[src/rtl/frac_logic_klut_cfg.sv]
`default_nettype none
// ============================================================================
//  Module      : frac_logic_klut_cfg
//  Description : Fracturable K-input LUT with a serial configuration chain.
//                A CFG_LEN-bit shift register holds a 2**K-entry truth table
//                (cfg[0 .. 2**K-1]) followed by one mode-select bit
//                (cfg[2**K]). With sel=1, out0 is the full K-input LUT
//                output. With sel=0, the LUT splits into two (K-1)-input
//                halves that share the low K-1 inputs: out0 reads the lower
//                half and out1 reads the upper half. out1 always reads the
//                upper half. Both outputs are forced low until exactly
//                CFG_LEN bits have been loaded since the last reset or
//                restart.
//
//  Ports       : pReset         async active-high reset of all config state
//                prog_clk       single clock, rising edge
//                ccff_en        shift enable for the configuration chain
//                cfg_restart    synchronous clear of the load counter only
//                ccff_head      serial configuration data in
//                frac_logic_in  LUT inputs, [0] is the index LSB
//                frac_logic_out {out0, out1}, gated by cfg_done
//                ccff_tail      serial configuration data out (cfg[CFG_LEN-1])
//                cfg_done       exactly CFG_LEN bits loaded
//
//  Revision    : 1.0 - initial release
// ============================================================================
module frac_logic_klut_cfg #(
    parameter int K       = 4,
    parameter int CFG_LEN = 2**K + 1
) (
    input  logic         pReset,
    input  logic         prog_clk,
    input  logic         ccff_en,
    input  logic         cfg_restart,
    input  logic         ccff_head,
    input  logic [0:K-1] frac_logic_in,
    output logic [0:1]   frac_logic_out,
    output logic         ccff_tail,
    output logic         cfg_done
);

    localparam int c_LUT_SIZE = 2**K;
    localparam int c_CNT_W    = $clog2(CFG_LEN + 1);

    // Counter values of interest: a full load, and one past it, which marks
    // an overshift and latches until reset or restart.
    localparam logic [c_CNT_W-1:0] c_CNT_DONE = c_CNT_W'(CFG_LEN);
    localparam logic [c_CNT_W-1:0] c_CNT_OVER = c_CNT_W'(CFG_LEN + 1);
    localparam logic [c_CNT_W-1:0] c_CNT_ONE  = c_CNT_W'(1);

    // ------------------------------------------------------------------------
    // State
    // ------------------------------------------------------------------------
    // Bit i of r_cfg_q is cfg[i]. cfg[0] receives ccff_head, and
    // cfg[CFG_LEN-1] is both the select bit and the serial output.
    logic [CFG_LEN-1:0] r_cfg_q;
    logic [CFG_LEN-1:0] w_cfg_d;
    logic [c_CNT_W-1:0] r_cnt_q;
    logic [c_CNT_W-1:0] w_cnt_d;

    // ------------------------------------------------------------------------
    // Next-state logic
    // ------------------------------------------------------------------------
    always_comb begin
        w_cfg_d = r_cfg_q;
        if (ccff_en) begin
            w_cfg_d = {r_cfg_q[CFG_LEN-2:0], ccff_head};
        end
    end

    // A restart together with an enable counts the bit that is shifted in on
    // that same edge. This way the next CFG_LEN-1 shifts complete a load.
    always_comb begin
        w_cnt_d = r_cnt_q;
        if (cfg_restart) begin
            w_cnt_d = ccff_en ? c_CNT_ONE : '0;
        end else if (ccff_en && (r_cnt_q != c_CNT_OVER)) begin
            w_cnt_d = r_cnt_q + c_CNT_ONE;
        end
    end

    always_ff @(posedge prog_clk or posedge pReset) begin
        if (pReset) begin
            r_cfg_q <= '0;
            r_cnt_q <= '0;
        end else begin
            r_cfg_q <= w_cfg_d;
            r_cnt_q <= w_cnt_d;
        end
    end

    // ------------------------------------------------------------------------
    // LUT read path (purely combinational)
    // ------------------------------------------------------------------------
    // The input port is declared ascending with [0] as the LSB. Re-pack it
    // into a conventional descending index vector.
    logic [K-1:0] w_idx;

    genvar gi;
    generate
        for (gi = 0; gi < K; gi++) begin : g_idx
            assign w_idx[gi] = frac_logic_in[gi];
        end
    endgenerate

    logic [c_LUT_SIZE-1:0] w_tt;
    logic [K-2:0]          w_low_idx;
    logic                  w_sel;
    logic                  w_lutk;
    logic                  w_lo;
    logic                  w_hi;
    logic                  w_out0;
    logic                  w_out1;

    assign w_tt      = r_cfg_q[c_LUT_SIZE-1:0];
    assign w_sel     = r_cfg_q[CFG_LEN-1];
    assign w_low_idx = w_idx[K-2:0];

    // The two halves share the low K-1 inputs. The upper half is addressed
    // by forcing the index MSB high, which is the same as adding H.
    assign w_lutk = w_tt[w_idx];
    assign w_lo   = w_tt[{1'b0, w_low_idx}];
    assign w_hi   = w_tt[{1'b1, w_low_idx}];

    assign w_out0 = w_sel ? w_lutk : w_lo;
    assign w_out1 = w_hi;

    // ------------------------------------------------------------------------
    // Outputs
    // ------------------------------------------------------------------------
    assign cfg_done       = (r_cnt_q == c_CNT_DONE);
    assign ccff_tail      = r_cfg_q[CFG_LEN-1];
    assign frac_logic_out = cfg_done ? {w_out0, w_out1} : 2'b00;

endmodule
`default_nettype wire

[config.mk]
export PLATFORM = sky130hd
export DESIGN_NAME = frac_logic_klut_cfg
export DESIGN_NICKNAME = d
export VERILOG_FILES = /design/src/rtl/frac_logic_klut_cfg.sv
export SDC_FILE = /design/constraint.sdc
export NUM_CORES = 1
export LEC_CHECK = 0
export CORE_MARGIN = 2
export CORE_UTILIZATION = 44
export CTS_BUF_LIST = sky130_fd_sc_hd__clkbuf_4
export CTS_CLUSTER_DIAMETER = 40
export DETAILED_ROUTE_END_ITERATION = 6
export GPL_TIMING_DRIVEN = 0
export PLACE_DENSITY = 0.73
export RECOVER_POWER = 25
export SLEW_MARGIN = 10
export SYNTH_ARGS = -nofsm -noshare
export SYNTH_HDL_FRONTEND = slang
export SYNTH_SLANG_ARGS = --single-unit
[constraint.sdc]
create_clock -name prog_clk -period 2.1 [get_ports prog_clk]
set_input_delay 0.315 -clock prog_clk [delete_from_list [all_inputs] [get_ports prog_clk]]
set_output_delay 0.315 -clock prog_clk [all_outputs]
set_load 0.05 [all_outputs]
; ---- Word level (Yosys, flattened, before mapping)
; Cells that the tools add are included.
[word_totals]
regBits = 22
input_bits = 9
output_inout_bits = 4
word_cells = 21
[op_classes]
n_addsub = 1
n_lt_le_gt_ge = 3
eq_ne = 2
mux = 11
reduce_logical = 2
[ops]
columns = operator, count
row1 = $lt 4x5->1 const B, 2
row2 = $mux 5, 2
row3 = $bmux 1 s3, 2
row4 = $add 5x1->5 const B, 1
row5 = $eq 5x5->1 const B, 1
row6 = $lt 3x5->1 const B, 1
row7 = $mux 1, 5
row8 = $ne 5x5->1 const B, 1
row9 = $bmux 1 s4, 1
row10 = $mux 2, 1
row11 = $reduce_bool 2->1, 1
row12 = $logic_and 1x1->1, 1

; ---- Longest topological paths before layout
[depth]
word_depth = 4
ltp_mapped = 6
mapped_depth_nobuf = 6

; ---- Worst setup path before layout
; OpenSTA, ideal clock, no wires.
[synth_path]
path_kind = input to output
start = input frac_logic_in[0] in the netlist's numbering
end = output frac_logic_out[0] in the netlist's numbering
arrival_time_ps = 1623
required_time_ps = 1785
path_slack_ps = 162
cell_stages = 5
n_path_buf = 1
cell_sequence = buf_6 -> mux2i_1 -> a22oi_2 -> nand3_2 -> o31ai_2
[synth_between]
elab_chain_cells = 4
word_cells_on_any_way = 6
cone_classes = 6 x mux
[synth_rtl]
columns = item, line
row1 = "start, declared", 36  ; input logic [0:K-1] frac_logic_in,
row2 = $bmux 1 s4 or $bmux 1 s3 (tied branches), "121, 122"
row3 = "$mux 1, on equally long branches", "121, 122"
row4 = $mux 1 *, 125  ; assign w_out0 = w_sel ? w_lutk : w_lo;
row5 = $mux 2 *, 133  ; assign frac_logic_out = cfg_done ? {w_out0, w_out1} : 2'b00;
row6 = "end, declared", 37  ; output logic [0:1] frac_logic_out,
; Mark *: on every way between the ends. The rest lies on a longest branch, timed or not. The select of a mux whose other input is x is not followed.

; ---- Worst setup path after layout
[layout_path]
start = input frac_logic_in[1] in the netlist's numbering
end = output frac_logic_out[0] in the netlist's numbering
; Same word-level chain as after synthesis.

==> qor.txt <==
======================================================================================
Multi-input combinational cell area                                            534 µm²
Number of port buffers                                                              10
Hold_buf cts                                                                         0
Weighted congestion reported at the end of routability-driven placement          0.738
Warning count from the yosys run                                                     0
Endpoint required time on the critical path                                    1780 ps
Kind of end point of the critical path                                     output port
Average vias per placed instance                                                  5.31
Library cell with the largest summed area after synthesis                 sky130_fd_sc_hd__dfrtp_1
Area of the die                                                            0.00293 mm²
Clock latency of the later-clocked register in the worst-skew pair              320 ps
DR iter-0 viols                                                                      2
Die height                                                                     54.1 µm
Final worst setup slack                                                        52.3 ps
Cell Area, Synth                                                           0.00111 mm²
Max Buffers Root-to-Sink                                                             2
Max-Slew Margin vs Limit                                                         46.4%
Share of cells above drive strength 1                                            31.7%
Post-synth top area share                                                        49.8%
Worst r2r src                                                               r_cnt_q[1]
Power per unit of standard cell area                                        989 mW/mm²
Root buffer cell                                                          sky130_fd_sc_hd__clkbuf_4
Pre-CTS worst setup slack                                                      -536 ps
Internal Power                                                                0.928 mW
Tmin final                                                                     2050 ps
Switching power total                                                         0.378 mW
Total global routing overflow                                                        0
Maximum operating frequency                                                    488 MHz
Row count                                                                           18
Clock tree from TritonCTS                                                         done
Layout Nets                                                                        117
Library cells used by synthesis                                                     23
Filler-free cell count of the finished design                                      134
Number of clock buffers inserted by TritonCTS                                        3
Count of fill cells added during filler insertion                                  228
1st-pass router iterations                                                           3
Async SR Flop Fraction                                                            100%
# DRC                                                                                0
Synth Net Count                                                                    101
Detailed-placement wirelength estimate                                         1.43 mm
Placeable core region                                                      0.00243 mm²
FF+latch count, synth                                                               22
Switching portion of total power                                                 28.9%
Post-placement cell count                                                          129
Drt total wl                                                                   1.99 mm
Register-to-Register Path Depth                                                      5
Leading cell type by number of instances after synthesis                  sky130_fd_sc_hd__dfrtp_1
Part of the Yosys area used for sequential elements                              49.8%
Global-route wire length before repair                                         3.14 mm
Clock Pin Slew Worst Setup and Hold Paths                                       130 ps
Clock Skew                                                                     16.5 ps
Class of the worst hold path                                              primary input to asynchronous set/reset pin
Startpoint of the worst setup timing path                                 frac_logic_in[1]
Per-instance average area after synthesis                                     12.4 µm²
Mapped Cells                                                                        89
Proportion of power drawn by flip-flops and latches                              50.2%
Clock power share                                                                24.9%
Number of global-route vias before repair                                          732
Final Hold Violating Endpoints                                                       0
Maximum resistive drop on vdd                                                 0.538 mV
Arr. time, crit path                                                           1730 ps
Leakage power total                                                           0.580 nW
Area delta synth->final                                                          19.3%
Number of flops mapped to enable cells by yosys                                      0
Largest net degree at the start of global routing                                   23
Share of power burned in combinational logic                                     24.9%
Critical Path End                                                         frac_logic_out[0]
Top post-synthesis cells by area                                          sky130_fd_sc_hd__dfrtp_1 (50%), sky130_fd_sc_hd__mux2_2 (17%), sky130_fd_sc_hd__mux2i_1 (7.2%), sky130_fd_sc_hd__ha_1 (3.4%), sky130_fd_sc_hd__xor2_1 (2.4%)
Finished Core Util                                                               54.3%
Largest driver fanout on the critical path                                           5
Global-route usage over all layers                                               15.5%
Critical Setup Path Class                                                 primary input to output port
Startpoint types                                                          primary input
Die extent in x                                                                54.1 µm
Number of antenna cells inserted                                                     0
Initial antenna violation count                                                      0
# IOs                                                                               13
Final setup violation count                                                          0
Number of max-slew violations in the final report                                    0
Clock Sinks                                                                         22
Actual transition at the worst max-transition pin                               804 ps
H-tree depth                                                                         1
Effective utilization at floorplan                                               45.5%
Reg2Reg Setup Slack                                                             720 ps
Number of vias after detailed routing                                              711
Register area                                                                  553 µm²
Residual antenna-violating net count after detailed routing                          0
Result of the run                                                         finished clean
Most used standard cells in the synthesized netlist                       sky130_fd_sc_hd__dfrtp_1 (22), sky130_fd_sc_hd__mux2_2 (17), sky130_fd_sc_hd__mux2i_1 (8)
Synth Flop Type                                                           sky130_fd_sc_hd__dfrtp_1
R2r endpoint                                                                r_cnt_q[1]
Drt wl/cell                                                                    14.9 µm
Final period utilization                                                         97.5%
Number of maximum-capacitance violations                                             0
======================================================================================
-- routing by layer --
layer | wire, µm | global-route usage (%) | up-vias
li1 | - | - | 345
met1 | 891 | 18.3 | 347
met2 | 988 | 26.3 | 14
met3 | 67 | 2.50 | 5
met4 | 43 | 8.75 | 0
met5 | 0 | 0 | -
-- cell type report --
type	instances	share of cell area, %
repair buffers	11	7.96
flip-flops and latches	22	41.9
multi-input cells	59	40.5
inverters	4	1.14
plain buffers	4	1.71
well taps	30	2.84
clock buffers	3	1.71
clock inverters	1	2.27
-- registers in the layout, summed over array words and instances, names as in the netlist --
| name | flops |
|---|---|
| r_cfg_q | 17 |
| r_cnt_q | 5 |
-- through the flow --
stage                     setup TNS, ps  total power [mW]  hold slack [ps]  area, µm²
after global placement             -820             0.966              514       1240
after global routing              -2.09              1.38              442       1320
after detailed placement           -913             0.986              520       1240
after CTS                             0              1.31              326       1320
final                                 0              1.31              426       1320
after floorplan                       0             0.886              304       1110
-- timing repair --
item                                    4_1_cts  5_1_grt
endpoints found under the setup margin        3        2
buffers inserted                              0        1
resized for setup                            14        5
pin swaps                                     0        0
-- worst max-delay path, stage by stage --
cell and delay (ps):
sky130_fd_sc_hd__clkdlybuf4s50_1 490, sky130_fd_sc_hd__nor2b_1 200, sky130_fd_sc_hd__a22oi_2 170, sky130_fd_sc_hd__nand3_2 100, sky130_fd_sc_hd__o31ai_2 260, sky130_fd_sc_hd__buf_6 200
-- kinds of logic (layout without fill, tap and decap cells) --
logic type               count (synthesis)  count (layout)  synth area share (%)
AND/OR/NAND/NOR                         21              21                  10.9
XOR/XNOR                                 3               3                  2.38
adder cells (fa/ha/maj)                  3               3                  3.39
multiplexers                            25              25                  24.5
AO/OA/AOI/OAI                            7               7                  5.32
buffers and inverters                    8              23                  3.73
flip-flops                              22              22                  49.8
-- worst min-delay path by stage --
| stage | startpoint | endpoint | slack, ps | cells after the start |
|---|---|---|---|---|
| detailed placement | r_cfg_q[9] | r_cfg_q[10] | 520 | 1 |
| global placement | r_cfg_q[9] | r_cfg_q[10] | 510 | 1 |
| floorplan | pReset | r_cfg_q[0] | 300 | 1 |
| global route | ccff_en | r_cnt_q[2] | 440 | 4 |
| CTS | ccff_en | r_cfg_q[6] | 330 | 2 |
| finish | pReset | r_cfg_q[3] | 430 | 2 |
-- power by group through the flow --
| stage | Combinational (mW) | Sequential, mW | Clock [mW] |
|---|---|---|---|
| global placement | 0.310 | 0.656 | 0 |
| CTS | 0.326 | 0.655 | 0.333 |
| global route | 0.359 | 0.672 | 0.348 |
| finish | 0.325 | 0.656 | 0.325 |
| floorplan | 0.220 | 0.666 | 0 |
| detailed placement | 0.321 | 0.665 | 0 |
-- cell usage in the layout (no fill, tap or decap), types with 2 or more instances in the layout --
cell type | Yosys | final
sky130_fd_sc_hd__buf_6 | 1 | 2
sky130_fd_sc_hd__clkbuf_1 | 0 | 3
sky130_fd_sc_hd__clkbuf_4 | 0 | 3
sky130_fd_sc_hd__clkdlybuf4s50_1 | 0 | 7
sky130_fd_sc_hd__dfrtp_1 | 22 | 20
sky130_fd_sc_hd__dfrtp_2 | 0 | 2
sky130_fd_sc_hd__ha_1 | 3 | 3
sky130_fd_sc_hd__inv_1 | 4 | 4
sky130_fd_sc_hd__mux2_2 | 17 | 17
sky130_fd_sc_hd__mux2i_1 | 8 | 8
sky130_fd_sc_hd__nand2_1 | 4 | 4
sky130_fd_sc_hd__nand3_1 | 3 | 3
sky130_fd_sc_hd__nand4_1 | 3 | 3
sky130_fd_sc_hd__nor2_1 | 5 | 5
sky130_fd_sc_hd__nor2b_1 | 2 | 2
sky130_fd_sc_hd__xor2_1 | 3 | 3
Power figures use the tool's default switching activity.
